## src/rtl/add8_errmon_pkg.sv

```systemverilog
// add8_errmon_pkg
//   Shared definitions for the approximate-adder error monitor: the sweep
//   state encoding and the width helpers. Every width is derived from the
//   operand width WIDTH.
//     ERR_W = WIDTH+1     absolute error of one pair, and worst-case error
//     CNT_W = 2*WIDTH     operand sweep counter
//     SUM_W = 3*WIDTH+1   sum of absolute errors over all pairs
//     SQ_W  = 4*WIDTH+2   sum of squared errors over all pairs
//   The functions accept any WIDTH. The localparams give the 8-bit default.
package add8_errmon_pkg;

    typedef enum logic [1:0] {
        IDLE  = 2'd0,
        SWEEP = 2'd1,
        DRAIN = 2'd2,
        DONE  = 2'd3
    } state_t;

    localparam int DEF_WIDTH = 8;

    function automatic int err_w(input int w);
        return w + 1;
    endfunction

    function automatic int cnt_w(input int w);
        return 2 * w;
    endfunction

    function automatic int sum_w(input int w);
        return 3 * w + 1;
    endfunction

    function automatic int sq_w(input int w);
        return 4 * w + 2;
    endfunction

    localparam int ERR_W = err_w(DEF_WIDTH);
    localparam int CNT_W = cnt_w(DEF_WIDTH);
    localparam int SUM_W = sum_w(DEF_WIDTH);
    localparam int SQ_W  = sq_w(DEF_WIDTH);

endpackage

```

## src/rtl/add8_err_accum.sv

```systemverilog
// add8_err_accum
//   This is the second pipeline stage of the error monitor. Each valid
//   absolute error e is folded into the running metrics. All outputs come
//   straight from registers.
//   Optional feature macro: ADD8_ERRMON_MSE_EN. When it is defined, the module
//   adds the e*e product and the sq_err_sum accumulator.
//   Ports:
//     clk, rst     clock, synchronous active-high reset
//     clear        zeroes every accumulator (start of a new sweep)
//     valid, e     one absolute error sample from stage 1
//     err_sum      sum of e
//     wce          maximum e
//     err_count    number of samples with e != 0
//     sq_err_sum   sum of e*e (present only when ADD8_ERRMON_MSE_EN is defined)
module add8_err_accum
    import add8_errmon_pkg::*;
#(
    parameter int WIDTH = DEF_WIDTH
) (
    input  logic                      clk,
    input  logic                      rst,
    input  logic                      clear,
    input  logic                      valid,
    input  logic [err_w(WIDTH)-1:0]   e,
    output logic [sum_w(WIDTH)-1:0]   err_sum,
    output logic [err_w(WIDTH)-1:0]   wce,
    output logic [2*WIDTH:0]          err_count
`ifdef ADD8_ERRMON_MSE_EN
    ,
    output logic [sq_w(WIDTH)-1:0]    sq_err_sum
`endif
);

    localparam int EW = err_w(WIDTH);
    localparam int SW = sum_w(WIDTH);
    localparam int NW = 2 * WIDTH + 1;

    logic [SW-1:0] err_sum_r;
    logic [EW-1:0] wce_r;
    logic [NW-1:0] err_count_r;
    logic [NW-1:0] nz_s;

    assign nz_s      = {{(NW-1){1'b0}}, (e != {EW{1'b0}})};
    assign err_sum   = err_sum_r;
    assign wce       = wce_r;
    assign err_count = err_count_r;

    // Accumulate the core metrics. Sizing guarantees that none of them can wrap.
    always_ff @(posedge clk) begin
        if (rst || clear) begin
            err_sum_r   <= {SW{1'b0}};
            wce_r       <= {EW{1'b0}};
            err_count_r <= {NW{1'b0}};
        end else if (valid) begin
            err_sum_r   <= err_sum_r + SW'(e);
            err_count_r <= err_count_r + nz_s;
            if (e > wce_r) begin
                wce_r <= e;
            end else begin
                wce_r <= wce_r;
            end
        end else begin
            err_sum_r   <= err_sum_r;
            wce_r       <= wce_r;
            err_count_r <= err_count_r;
        end
    end

`ifdef ADD8_ERRMON_MSE_EN
    localparam int PW = 2 * EW;
    localparam int QW = sq_w(WIDTH);

    logic [PW-1:0] sq_s;
    logic [QW-1:0] sq_err_sum_r;

    assign sq_s       = PW'(e) * PW'(e);
    assign sq_err_sum = sq_err_sum_r;

    // Accumulate the squared error alongside the core metrics.
    always_ff @(posedge clk) begin
        if (rst || clear) begin
            sq_err_sum_r <= {QW{1'b0}};
        end else if (valid) begin
            sq_err_sum_r <= sq_err_sum_r + QW'(sq_s);
        end else begin
            sq_err_sum_r <= sq_err_sum_r;
        end
    end
`endif

endmodule

```

## src/rtl/add8_err_monitor.sv

```systemverilog
// add8_err_monitor
//   This is the error-characterisation harness for one approximate adder. It
//   drives an exhaustive sweep of all 2^(2*WIDTH) operand pairs into the adder
//   and compares each combinational result with the exact sum. The resulting
//   errors are accumulated in add8_err_accum.
//   Optional feature macro: ADD8_ERRMON_MSE_EN. When it is defined, the
//   sq_err_sum output is present.
//   Ports:
//     clk, rst      clock, synchronous active-high reset
//     start         begins a sweep (accepted in IDLE or DONE only)
//     op_a, op_b    operands to the adder (registered, counter low/high half)
//     approx_sum    adder output, combinational in op_a/op_b
//     busy          high in SWEEP and DRAIN
//     done          high in DONE, until the next start or rst
//     err_sum, wce, err_count, sq_err_sum   accumulated error metrics
module add8_err_monitor
    import add8_errmon_pkg::*;
#(
    parameter int WIDTH = DEF_WIDTH
) (
    input  logic                      clk,
    input  logic                      rst,
    input  logic                      start,
    output logic [WIDTH-1:0]          op_a,
    output logic [WIDTH-1:0]          op_b,
    input  logic [WIDTH:0]            approx_sum,
    output logic                      busy,
    output logic                      done,
    output logic [sum_w(WIDTH)-1:0]   err_sum,
    output logic [WIDTH:0]            wce,
    output logic [2*WIDTH:0]          err_count
`ifdef ADD8_ERRMON_MSE_EN
    ,
    output logic [sq_w(WIDTH)-1:0]    sq_err_sum
`endif
);

    localparam int EW = err_w(WIDTH);
    localparam int CW = cnt_w(WIDTH);

    state_t        state_r;
    logic [CW-1:0] cnt_r;
    logic          busy_r;
    logic          done_r;
    logic          v1_r;
    logic [EW-1:0] e_r;
    logic [EW-1:0] exact_s;
    logic [EW-1:0] e_s;
    logic          clear_s;

    // The operands are the two halves of the registered sweep counter. After
    // the counter wraps, they rest at zero outside SWEEP.
    assign op_a = cnt_r[WIDTH-1:0];
    assign op_b = cnt_r[CW-1:WIDTH];
    assign busy = busy_r;
    assign done = done_r;

    // Accept a start request only while the monitor is not sweeping.
    always_comb begin
        case (state_r)
            IDLE, DONE: clear_s = start;
            default:    clear_s = 1'b0;
        endcase
    end

    // Stage 1 combinational part: compute the absolute distance from the exact sum, with no wrap.
    always_comb begin
        exact_s = EW'(op_a) + EW'(op_b);
        if (approx_sum >= exact_s) begin
            e_s = approx_sum - exact_s;
        end else begin
            e_s = exact_s - approx_sum;
        end
    end

    // Sweep FSM with the counter and the registered busy/done flags.
    always_ff @(posedge clk) begin
        if (rst) begin
            state_r <= IDLE;
            cnt_r   <= {CW{1'b0}};
            busy_r  <= 1'b0;
            done_r  <= 1'b0;
        end else begin
            case (state_r)
                IDLE, DONE: begin
                    if (start) begin
                        state_r <= SWEEP;
                        cnt_r   <= {CW{1'b0}};
                        busy_r  <= 1'b1;
                        done_r  <= 1'b0;
                    end else begin
                        state_r <= state_r;
                        cnt_r   <= cnt_r;
                        busy_r  <= busy_r;
                        done_r  <= done_r;
                    end
                end
                SWEEP: begin
                    // The wrap to zero on the last pair coincides with the
                    // exit, so no pair is repeated.
                    cnt_r <= cnt_r + {{(CW-1){1'b0}}, 1'b1};
                    if (&cnt_r) begin
                        state_r <= DRAIN;
                    end else begin
                        state_r <= SWEEP;
                    end
                end
                DRAIN: begin
                    state_r <= DONE;
                    busy_r  <= 1'b0;
                    done_r  <= 1'b1;
                end
                default: begin
                    state_r <= IDLE;
                    cnt_r   <= {CW{1'b0}};
                    busy_r  <= 1'b0;
                    done_r  <= 1'b0;
                end
            endcase
        end
    end

    // Stage 1 register: one error sample for every SWEEP cycle.
    always_ff @(posedge clk) begin
        if (rst) begin
            v1_r <= 1'b0;
            e_r  <= {EW{1'b0}};
        end else begin
            v1_r <= (state_r == SWEEP);
            e_r  <= e_s;
        end
    end

    add8_err_accum #(
        .WIDTH      (WIDTH)
    ) u_accum (
        .clk        (clk),
        .rst        (rst),
        .clear      (clear_s),
        .valid      (v1_r),
        .e          (e_r),
        .err_sum    (err_sum),
        .wce        (wce),
        .err_count  (err_count)
`ifdef ADD8_ERRMON_MSE_EN
        ,
        .sq_err_sum (sq_err_sum)
`endif
    );

endmodule
```

## config.mk

```make
export PLATFORM = sky130hd
export DESIGN_NAME = add8_err_monitor
export DESIGN_NICKNAME = d
export VERILOG_FILES = /design/src/rtl/add8_errmon_pkg.sv /design/src/rtl/add8_err_accum.sv /design/src/rtl/add8_err_monitor.sv
export SDC_FILE = /design/constraint.sdc
export NUM_CORES = 1
export LEC_CHECK = 0
export CORE_MARGIN = 1.5
export CORE_UTILIZATION = 40
export CTS_BUF_LIST = sky130_fd_sc_hd__clkbuf_16
export DETAILED_ROUTE_END_ITERATION = 6
export SYNTH_ARGS = -nofsm -noshare
export SYNTH_HDL_FRONTEND = slang
export SYNTH_HIERARCHICAL = 1
export SYNTH_SLANG_ARGS = --single-unit
```

## constraint.sdc

```tcl
create_clock -name clk -period 3.68 [get_ports clk]
set_input_delay 0.736 -clock clk [delete_from_list [all_inputs] [get_ports clk]]
set_output_delay 0.736 -clock clk [all_outputs]
set_load 0.005 [all_outputs]
```

==> results of run 1 <==
state kept, by name, summed over array words and instances (netlist names):
| register | count |
|---|---|
| busy | 1 |
| u_accum/err_count | 17 |
| state_r | 2 |
| cnt_r | 16 |
| u_accum/wce | 9 |
| u_accum/err_sum | 25 |
| e_r | 9 |
| done | 1 |
| v1_r | 1 |
cell type report:
| type | instances | area share, % |
|---|---|---|
| Multi-Input combinational cell | 470 | 51.1 |
| Sequential cell | 81 | 24.3 |
| Timing Repair Buffer | 101 | 14.3 |
| Clock buffer | 9 | 3.37 |
| Tap cell | 172 | 3.22 |
| Inverter | 43 | 2.41 |
| Clock inverter | 7 | 1.31 |
cells in the mapped netlist (all sizes together) (5+ instances only):
cell type / count
dfxtp: 81
nor2: 59
ha: 48
inv: 43
a21oi: 42
nand2: 37
o21ai: 28
nand3: 27
a21o: 22
xor2: 22
mux2i: 18
xnor2: 17
or3: 16
nand4: 15
and3: 12
clkbuf: 11
nor3: 10
a211oi: 9
nand2b: 7
and4: 6
nor2b: 6
a221o: 5
a31oi: 5
buf: 5
o21a: 5
o31ai: 5
worst max-delay path by stage:
stage          startpoint      to  cells past startpoint  slack (ns)
3_3_place_gp     cnt_r[1]  e_r[4]                     14        0.04
3_5_place_dp     cnt_r[9]  e_r[4]                     14       0.003
5_1_grt          cnt_r[8]  e_r[4]                     16       -0.05
6_report         cnt_r[2]  e_r[4]                     14        0.11
4_1_cts          cnt_r[9]  e_r[4]                     14        0.01
2_1_floorplan    cnt_r[0]  e_r[4]                     16        0.06
timing repair:
action                     4_1_cts  5_1_grt
pin swaps                        1       11
setup endpoints to repair        1        8
buffers inserted                 1        4
gates resized for setup          1        8
metal layers:
metal  track usage (%)  vias up
li1                  -     2388
met3              4.33       22
met2              31.8      118
met1              24.2     2211
met5                 0        -
met4              8.95        0
power groups by stage:
stage | Clock, mW | Combinational [mW] | Sequential [mW]
2_1_floorplan | 0 | 0.485 | 0.991
3_3_place_gp | 0 | 0.678 | 1.01
3_5_place_dp | 0 | 0.697 | 1.01
4_1_cts | 0.979 | 0.701 | 0.994
5_1_grt | 1.01 | 0.788 | 1.00
6_report | 0.951 | 0.699 | 0.995
tightest hold or removal path, stage by stage (launching register included):
cell     delay, ns
dfxtp_1       0.33
nand2_1       0.06
mux2i_1       0.05
cell families after synthesis:
kind of cell | count (synthesis)
mux | 18
simple gates | 208
xor+xnor | 39
fa+ha+maj | 52
buf+inv | 59
compound gates | 153
flops | 81
per-stage QoR:
step	hold slack (ns)	util [%]	power, mW	instances	instance area, µm²
after floorplan	0.464	-	1.48	610	5240
after global placement	0.467	49.6	1.69	862	6310
after detailed placement	0.481	49.6	1.71	862	6310
after CTS	0.498	52.2	2.67	879	6640
after global routing	0.530	52.6	2.81	883	6690
final	0.488	52.6	2.65	883	6690
==> metrics.md, run 1 <==
| Metric | Value |
|---|---|
| Max Clock Freq | 0.280 GHz |
| Crit Path Class | flip-flop to flip-flop |
| Comb pwr share | 26.4% |
| Worst-case reg-to-reg path depth | 14 |
| Most frequent CP cell | a21o_1 |
| Peak supply drop | 0.208 mV |
| CP Capture Type | flip-flop |
| Largest family of logic cells by synthesized area | simple AND/OR/NAND/NOR gates |
| DR vias | 4,739 |
| Worst slew margin | 35.0% |
| Switching pwr | 830 µW |
| Full die area | 13,800 µm² |
| Most common cell after layout, fill and taps aside | clkdlybuf4s50_1 |
| Number of synthesized flops with an enable pin | 0 |
| Total GRT Usage | 19.4% |
| Syn-to-layout area delta | 27.7% |
| Power density over the cells | 395 nW/µm² |
| Syn_nets | 674 |
| FP Rows | 41 |
| Post-synthesis compound-gate area fraction | 20.9% |
| Status | completed |
| Routability cong. | 0.886 |
| Register area | 1630 µm² |
| Worst path max stage delay | 0.52 ns |
| Skew-Pair Late Insertion Delay | 0.35 ns |
| Tmin final | 3.57 ns |
| Hold crit path type | flip-flop to flip-flop |
| Share of cells above drive strength 1 | 8.30% |
| Critical R2R Capture | e_r[4] |
| Switching share of total power | 31.4% |
| Post-synthesis sequential area ratio | 31.0% |
| Number of vias per cell | 5.37 |
| Synth Flop Type | dfxtp_1 |
| TritonCTS Buffers | 9 |
| Simple-gate portion of the synthesized area | 21.0% |
| WL met2 | 6.21 mm |
| Hold Path Sink | u_accum/err_sum[17] |
| Crit-path max FO | 6 |
| Multi-input logic area | 3420 µm² |
| Clock root buffer | clkbuf_16 |
| Final nets | 770 |
| Yosys top cell by area | dfxtp_1 |
| Crit-path leading delay family | compound AO/OA/AOI/OAI gates |
| Final setup margin | 0.110 ns |
| Wire length on met1 | 6.11 mm |
| Critical path buffers and inverters | 0 |
| Max cap viols | 0 |
| Synth Area in Adders | 13.0% |
| Yosys cell types | 61 |
| Worst Path Arrival | 3.85 ns |
| Crit path required time | 3.96 ns |
| FILL cells | 1,246 |
| Post-DRT Antenna Nets | 0 |
| GR Overflow Total | 0 |
| Largest net degree at the start of global routing | 41 |
| Flops & latches, synth | 81 |
| Fin Clk Skew | 0.00854 ns |
| Post-DP HPWL | 9.89 mm |
| Cells after synthesis | 610 |
| Final setup violation count | 0 |
| H-tree Lvls | 3 |
| Hold_sp | u_accum/err_sum[17] |
| IO Port Bufs | 80 |
| Initial antenna violation count | 0 |
| Crit path cell chain | ha_1, nor2b_1, o21ai_0, nand2b_1, a21o_1, a21o_1, xor2_1, ha_1, and2_4, a221o_1, o21a_4, or4_4, a21o_1, a21oi_2 |
| Setup TNS | 0 ns |
| Starting utilization of the core area | 41.2% |
| Synth Area in XOR/XNOR | 6.52% |
| Critical path's slowest cell | or4_4 |
| Max-slew violation count | 0 |
| Ports | 81 |
| Clock power share | 35.9% |
| # diodes | 0 |
| Routed wire length | 13.3 mm |
| Clk buf depth | 2 |
| Crit Reg-Reg Startpoint | cnt_r[2] |
| Ys Warns | 6 |
| 1st-pass router iterations | 5 |
| Final Cycle Share | 97.0% |
| Final hold violation count | 0 |
| Die width | 117 µm |
| Max layer used | met4 |
| Most frequent cells in the layout | clkdlybuf4s50_1 (80), dfxtp_1 (77), nor2_1 (59), ha_1 (47), inv_1 (45) |
| Sequential share of power | 37.6% |
| Slew @ Worst Pin | 0.975 ns |
| Async SR Flop Fraction | 0% |
| Vias in the first global route | 4,612 |
| First-pass GRT wire length | 22.0 mm |
| Clock slew at reported path FFs | 0.06 ns |
| Clock Sinks | 81 |
| Worst hold stages | 2 |
| Leakage | 2.70 nW |
| Wire per inst | 15.0 µm |
| Die height | 117 µm |
| Int Power | 1.82 mW |
| Pre-CTS setup slack | 0.00335 ns |
| R2r setup slk | 0.11 ns |
| DR DRC count | 0 |
| Iter 0 DRT Violations | 283 |
| Hold Buf Count CTS | 0 |
| Area contributors post-synth | dfxtp_1 (31%), ha_1 (11%), nor2_1 (4.2%), a21oi_1 (3.9%), xor2_1 (3.7%) |
| Post-synth top area share | 31.0% |
| WL met3 | 606 µm |
| Cell Area, Synth | 5240 µm² |
| Post-synthesis mux area share | 3.44% |
| Avg Inst Size Synth | 8.59 µm² |
| CP Launch Type | flip-flop |
| Core area | 12,700 µm² |
| CTS tree | yes |
(Power assumes the default switching activity.)
==> inputs of run 2 (changes only) <==
--- a/config.mk
+++ b/config.mk
@@ -6,9 +6,10 @@
 export NUM_CORES = 1
 export LEC_CHECK = 0
 export CORE_MARGIN = 1.5
-export CORE_UTILIZATION = 40
+export CORE_UTILIZATION = 45
 export CTS_BUF_LIST = sky130_fd_sc_hd__clkbuf_16
 export DETAILED_ROUTE_END_ITERATION = 6
+export PLACE_DENSITY = 0.71
 export SYNTH_ARGS = -nofsm -noshare
 export SYNTH_HDL_FRONTEND = slang
 export SYNTH_HIERARCHICAL = 1
==> metrics.md, run 2 (same netlist as run 1, synthesis figures left out) <==
| Metric | Value |
|---|---|
| TritonCTS Buffers | 9 (unchanged) |
| Final Cycle Share | 95.6% (was 97.0%) |
| Final nets | 769 (was 770) |
| First-pass GRT wire length | 21.1 mm (was 22.0 mm) |
| Number of vias per cell | 5.59 (was 5.37) |
| Initial antenna violation count | 0 (unchanged) |
| Max Clock Freq | 0.284 GHz (was 0.280 GHz) |
| FILL cells | 1,025 (was 1,246) |
| Final hold violation count | 0 (unchanged) |
| Leakage | 2.66 nW (was 2.70 nW) |
| Post-DP HPWL | 9.70 mm (was 9.89 mm) |
| Clock power share | 31.8% (was 35.9%) |
| FP Rows | 39 (was 41) |
| Fin Hold WS | 0.489 ns (was 0.488 ns) |
| Post-DRT Antenna Nets | 0 (unchanged) |
| Clock slew at reported path FFs | 0.06 ns (about the same) |
| Core area | 11,400 µm² (was 12,700 µm²) |
| Starting utilization of the core area | 46.1% (was 41.2%) |
| IO Port Bufs | 80 (unchanged) |
| Dpl cells | 832 (was 862) |
| Power density over the cells | 376 nW/µm² (was 395 nW/µm²) |
| Switching share of total power | 32.8% (was 31.4%) |
| Most frequent cells in the layout | clkdlybuf4s50_1 (80), dfxtp_1 (79), nor2_1 (59), ha_1 (47), inv_1 (43) (was clkdlybuf4s50_1 (80), dfxtp_1 (77), nor2_1 (59), ha_1 (47), inv_1 (45)) |
| Routed wire length | 13.0 mm (was 13.3 mm) |
| Final core occ | 57.9% (was 52.6%) |
| GR Overflow Total | 0 (unchanged) |
| Most frequent CP cell | a21o_1 (unchanged) |
| Int Power | 1.67 mW (was 1.82 mW) |
| CP Capture Type | flip-flop (unchanged) |
| Sequential share of power | 39.8% (was 37.6%) |
| Die width | 111 µm (was 117 µm) |
| H-tree Lvls | 3 (unchanged) |
| CTS tree | yes (unchanged) |
| # diodes | 0 (unchanged) |
| Skew-Pair Late Insertion Delay | 0.34 ns (was 0.35 ns) |
| Max FFs per register | 25 (unchanged) |
| Critical path's slowest cell | or4_4 (unchanged) |
| DR vias | 4,751 (was 4,739) |
| Die height | 111 µm (was 117 µm) |
| Final setup violation count | 0 (unchanged) |
| Largest net degree at the start of global routing | 41 (unchanged) |
| Share of cells above drive strength 1 | 7.92% (was 8.30%) |
| Most common cell after layout, fill and taps aside | clkdlybuf4s50_1 (unchanged) |
| Full die area | 12,300 µm² (was 13,800 µm²) |
| Vias in the first global route | 4,421 (was 4,612) |
| Comb pwr share | 28.3% (was 26.4%) |
| Total GRT Usage | 20.9% (was 19.4%) |
| Slew @ Worst Pin | 1.15 ns (was 0.975 ns) |
| Syn-to-layout area delta | 25.7% (was 27.7%) |
| Iter 0 DRT Violations | 230 (was 283) |
| Clk buf depth | 2 (unchanged) |
| Worst path max stage delay | 0.52 ns (about the same) |
| Status | completed (unchanged) |
| Final cell count without fillers | 850 (was 883) |
| Fin Clk Skew | 0.00543 ns (was 0.00854 ns) |
| Max cap viols | 0 (unchanged) |
| Peak supply drop | 0.408 mV (was 0.208 mV) |
| Crit Path Class | flip-flop to flip-flop (unchanged) |
| Crit path cell chain | ha_4, inv_1, fa_2, nor2b_1, o21ai_1, nand2b_1, a21o_1, a21o_1, xor2_1, ha_1, and2_4, buf_4, and3_1, o21a_1, or4_4, a21o_1, a21oi_2 (was ha_1, nor2b_1, o21ai_0, nand2b_1, a21o_1, a21o_1, xor2_1, ha_1, and2_4, a221o_1, o21a_4, or4_4, a21o_1, a21oi_2) |
| Worst Path Arrival | 3.79 ns (was 3.85 ns) |
| Crit-path max FO | 7 (was 6) |
| CP Launch Type | flip-flop (unchanged) |
| Wire per inst | 15.3 µm (was 15.0 µm) |
| Crit path required time | 3.95 ns (was 3.96 ns) |
| RSZ-0062 raised after global routing | false |
| Tmin final | 3.52 ns (was 3.57 ns) |
| Clock Sinks | 81 (unchanged) |
| Worst slew margin | 23.3% (was 35.0%) |
| Ports | 81 (unchanged) |
| DR DRC count | 0 (unchanged) |
| Switching pwr | 811 µW (was 830 µW) |
| Hold crit path type | flip-flop to flip-flop (unchanged) |
| Routability cong. | 0.931 (was 0.886) |
| 1st-pass router iterations | 4 (was 5) |
| Clock root buffer | clkbuf_16 (unchanged) |
| Max-slew violation count | 0 (unchanged) |
[run 2: cell type report]
class / instances / area (µm²) / area share, %
Multi-Input combinational cell: 470 / 3420 / 52.0
Sequential cell: 81 / 1620 / 24.7
Timing Repair Buffer: 100 / 951 / 14.4
Clock buffer: 9 / 225 / 3.42
Tap cell: 143 / 179 / 2.72
Inverter: 43 / 161 / 2.45
Clock inverter: 4 / 23.8 / 0.361
[run 2: worst max-delay path: cells and delay by family (launching register included)]
family	cells	cell delay (ns)
and+or+nand+nor	5	1.07
AOI/OAI and AO/OA	6	0.84
adders and majority gates	3	0.81
DFF	1	0.35
xor gates and xnor gates	1	0.20
buffers and inverters	2	0.18
[run 2: timing repair]
item,CTS,global route
buffers inserted,1,4
hold buffers,0,0
setup endpoints to repair,1,8
gates resized for setup,2,7
pin swaps,1,12
[run 2: power by group through the flow]
stage                     Combinational, mW  Sequential [mW]  Clock [mW]
after CTS                             0.694            0.985       0.810
after global routing                  0.776            0.995       0.837
final                                 0.702            0.986       0.789
after global placement                0.669             1.00           0
after detailed placement              0.689             1.00           0
after floorplan                       0.485            0.991           0
[run 2: worst paths after layout]
path              cells past startpoint                  end  slack (ns)                start
hold / removal                        2  u_accum/err_sum[23]        0.49  u_accum/err_sum[23]
setup / recovery                     17               e_r[4]        0.16             cnt_r[8]
hold reg to reg                       2  u_accum/err_sum[23]        0.49  u_accum/err_sum[23]
setup reg to reg                     17               e_r[4]        0.16             cnt_r[8]
[run 2: through the flow]
step           power, mW  TNS (ns)  instance area [µm²]  setup WS, ns
2_1_floorplan       1.48         0                 5240        0.0604
3_3_place_gp        1.67         0                 6270        0.0662
3_5_place_dp        1.69   -0.0357                 6270       -0.0357
4_1_cts             2.49         0                 6530       0.00632
5_1_grt             2.61         0                 6590       0.00197
6_report            2.48         0                 6590         0.160
[run 2: layer usage]
| layer | vias up | GRT usage [%] | part of all wire, % | routed length (µm) |
|---|---|---|---|---|
| met3 | 11 | 5.03 | 4.2 | 544 |
| met5 | - | 0 | 0 | 0 |
| li1 | 2394 | - | - | - |
| met4 | 0 | 5.56 | 1.1 | 144 |
| met2 | 106 | 35.4 | 48 | 6190 |
| met1 | 2240 | 26.7 | 47 | 6100 |
==> inputs of run 3 (changes only) <==
--- a/config.mk
+++ b/config.mk
@@ -10,6 +10,7 @@
 export CTS_BUF_LIST = sky130_fd_sc_hd__clkbuf_16
 export DETAILED_ROUTE_END_ITERATION = 6
 export PLACE_DENSITY = 0.71
+export SKIP_CTS_REPAIR_TIMING = 1
 export SYNTH_ARGS = -nofsm -noshare
 export SYNTH_HDL_FRONTEND = slang
 export SYNTH_HIERARCHICAL = 1
==> metrics.md, run 3 (same netlist as run 1, synthesis figures left out) <==
| Metric | Value |
|---|---|
| TritonCTS Buffers | 9 (unchanged) |
| Hold Path Sink | u_accum/err_sum[23] (unchanged) |
| Syn-to-layout area delta | 25.3% (was 25.7%) |
| FP Rows | 39 (unchanged) |
| Setup TNS | 0 ns (unchanged) |
| Max FFs per register | 25 (unchanged) |
| Post-DP HPWL | 9.70 mm (unchanged) |
| Hold_sp | u_accum/err_sum[23] (unchanged) |
| DR vias | 4,714 (was 4,751) |
| Crit Path Class | flip-flop to flip-flop (unchanged) |
| Wire per inst | 15.2 µm (was 15.3 µm) |
| CP Launch Type | flip-flop (unchanged) |
| Worst hold stages | 2 (unchanged) |
| Peak supply drop | 0.408 mV (about the same) |
| Max cap viols | 0 (unchanged) |
| Skew-Pair Late Insertion Delay | 0.34 ns (about the same) |
| Starting utilization of the core area | 46.1% (unchanged) |
| Ports | 81 (unchanged) |
| Power density over the cells | 377 nW/µm² (was 376 nW/µm²) |
| Tmin final | 3.54 ns (was 3.52 ns) |
| Initial antenna violation count | 0 (unchanged) |
| Most common cell after layout, fill and taps aside | clkdlybuf4s50_1 (unchanged) |
| Post-DRT Antenna Nets | 0 (unchanged) |
| Fin Clk Skew | 0.00558 ns (was 0.00543 ns) |
| Die width | 111 µm (unchanged) |
| Number of vias per cell | 5.56 (was 5.59) |
| Most frequent CP cell | a21o_1 (unchanged) |
| GR Overflow Total | 0 (unchanged) |
| CTS tree | yes (unchanged) |
| R2r setup slk | 0.14 ns (was 0.16 ns) |
| Hold crit path type | flip-flop to flip-flop (unchanged) |
| Vias in the first global route | 4,406 (was 4,421) |
| Crit path required time | 3.95 ns (about the same) |
| Fin Hold WS | 0.489 ns (about the same) |
| Max-slew violation count | 0 (unchanged) |
| Critical R2R Capture | e_r[4] (unchanged) |
| Total GRT Usage | 20.9% (about the same) |
| Status | completed (unchanged) |
| Crit-path max FO | 5 (was 7) |
| Final core occ | 57.8% (was 57.9%) |
| Worst Path Arrival | 3.82 ns (was 3.79 ns) |
| Full die area | 12,300 µm² (unchanged) |
| Final Power | 2.47 mW (was 2.48 mW) |
| Critical path's slowest cell | or4_4 (unchanged) |
| DR DRC count | 0 (unchanged) |
| Final setup violation count | 0 (unchanged) |
| CP Capture Type | flip-flop (unchanged) |
| 1st-pass router iterations | 4 (unchanged) |
| Clock root buffer | clkbuf_16 (unchanged) |
| First-pass GRT wire length | 21.1 mm (about the same) |
| Routability cong. | 0.931 (unchanged) |
| IO Port Bufs | 80 (unchanged) |
| Max Clock Freq | 0.282 GHz (was 0.284 GHz) |
| Crit Reg-Reg Startpoint | cnt_r[10] (was cnt_r[8]) |
| Most frequent cells in the layout | clkdlybuf4s50_1 (80), dfxtp_1 (79), nor2_1 (59), ha_1 (47), inv_1 (43) (unchanged) |
| # diodes | 0 (unchanged) |
| Final Cycle Share | 96.3% (was 95.6%) |
| Clock Sinks | 81 (unchanged) |
| Share of cells above drive strength 1 | 7.52% (was 7.92%) |
| Largest net degree at the start of global routing | 41 (unchanged) |
| Crit path cell chain | ha_1, nor2b_1, o21ai_0, nand2b_1, a21o_1, a21o_1, xor2_1, ha_1, and2_4, a221o_1, o21a_4, or4_4, a21o_1, a21oi_2 (was ha_4, inv_1, fa_2, nor2b_1, o21ai_1, nand2b_1, a21o_1, a21o_1, xor2_1, ha_1, and2_4, buf_4, and3_1, o21a_1, or4_4, a21o_1, a21oi_2) |
| Leakage | 2.65 nW (was 2.66 nW) |
| Slew @ Worst Pin | 1.14 ns (was 1.15 ns) |
| Dpl cells | 832 (unchanged) |
| Final nets | 767 (was 769) |
| Final hold violation count | 0 (unchanged) |
| Clock slew at reported path FFs | 0.06 ns (about the same) |
| Worst path max stage delay | 0.51 ns (was 0.52 ns) |
| Worst slew margin | 23.8% (was 23.3%) |
| FILL cells | 1,021 (was 1,025) |
| Iter 0 DRT Violations | 256 (was 230) |
| Die height | 111 µm (unchanged) |
| Clk buf depth | 2 (unchanged) |
| Worst-case reg-to-reg path depth | 14 (was 17) |
| Routed wire length | 12.9 mm (was 13.0 mm) |
| H-tree Lvls | 3 (unchanged) |
| Core area | 11,400 µm² (unchanged) |
| Final cell count without fillers | 848 (was 850) |
run 3: metal layers:
metal / wire length (µm) / vias to the layer above / GRT usage [%]
met4: 145 / 0 / 5.56
met3: 515 / 11 / 5.03
met5: 0 / - / 0
met1: 6080 / 2222 / 26.6
met2: 6180 / 91 / 35.2
li1: - / 2390 / -
run 3: per-stage QoR:
stage / cell area (µm²) / setup slack, ns
final: 6570 / 0.137
after global routing: 6570 / -0.00784
after CTS: 6520 / -0.0521
after detailed placement: 6270 / -0.0357
after global placement: 6270 / 0.0662
after floorplan: 5240 / 0.0604
run 3: where the power goes:
| group | switching (mW) | internal (mW) | total [mW] |
|---|---|---|---|
| Clock | 0.346 | 0.441 | 0.788 |
| Combinational | 0.409 | 0.291 | 0.699 |
| Sequential | 0.0535 | 0.932 | 0.986 |
run 3: area by class of cell:
type                            instances  area, µm²  area share [%]
Clock buffer                            9        225            3.43
Sequential cell                        81       1620            24.7
Inverter                               43        161            2.46
Clock inverter                          4       23.8           0.362
Multi-Input combinational cell        470       3420            52.0
Timing Repair Buffer                   98        936            14.3
Tap cell                              143        179            2.72
run 3: worst max-delay path by stage:
stage / start / to / slack [ns] / cells after the start
2_1_floorplan: cnt_r[0] / e_r[4] / 0.06 / 16
3_3_place_gp: cnt_r[1] / e_r[4] / 0.07 / 14
6_report: cnt_r[10] / e_r[4] / 0.14 / 14
5_1_grt: cnt_r[8] / e_r[4] / -0.008 / 16
3_5_place_dp: cnt_r[9] / e_r[4] / -0.04 / 14
4_1_cts: cnt_r[1] / e_r[4] / -0.05 / 14
run 3: worst max-delay path: cells and delay by family, from the launching register on:
| family | cells | cell delay [ns] |
|---|---|---|
| fa+ha+maj | 2 | 0.61 |
| compound gates | 7 | 1.37 |
| xor+xnor | 1 | 0.15 |
| flops | 1 | 0.40 |
| simple gates | 4 | 0.94 |
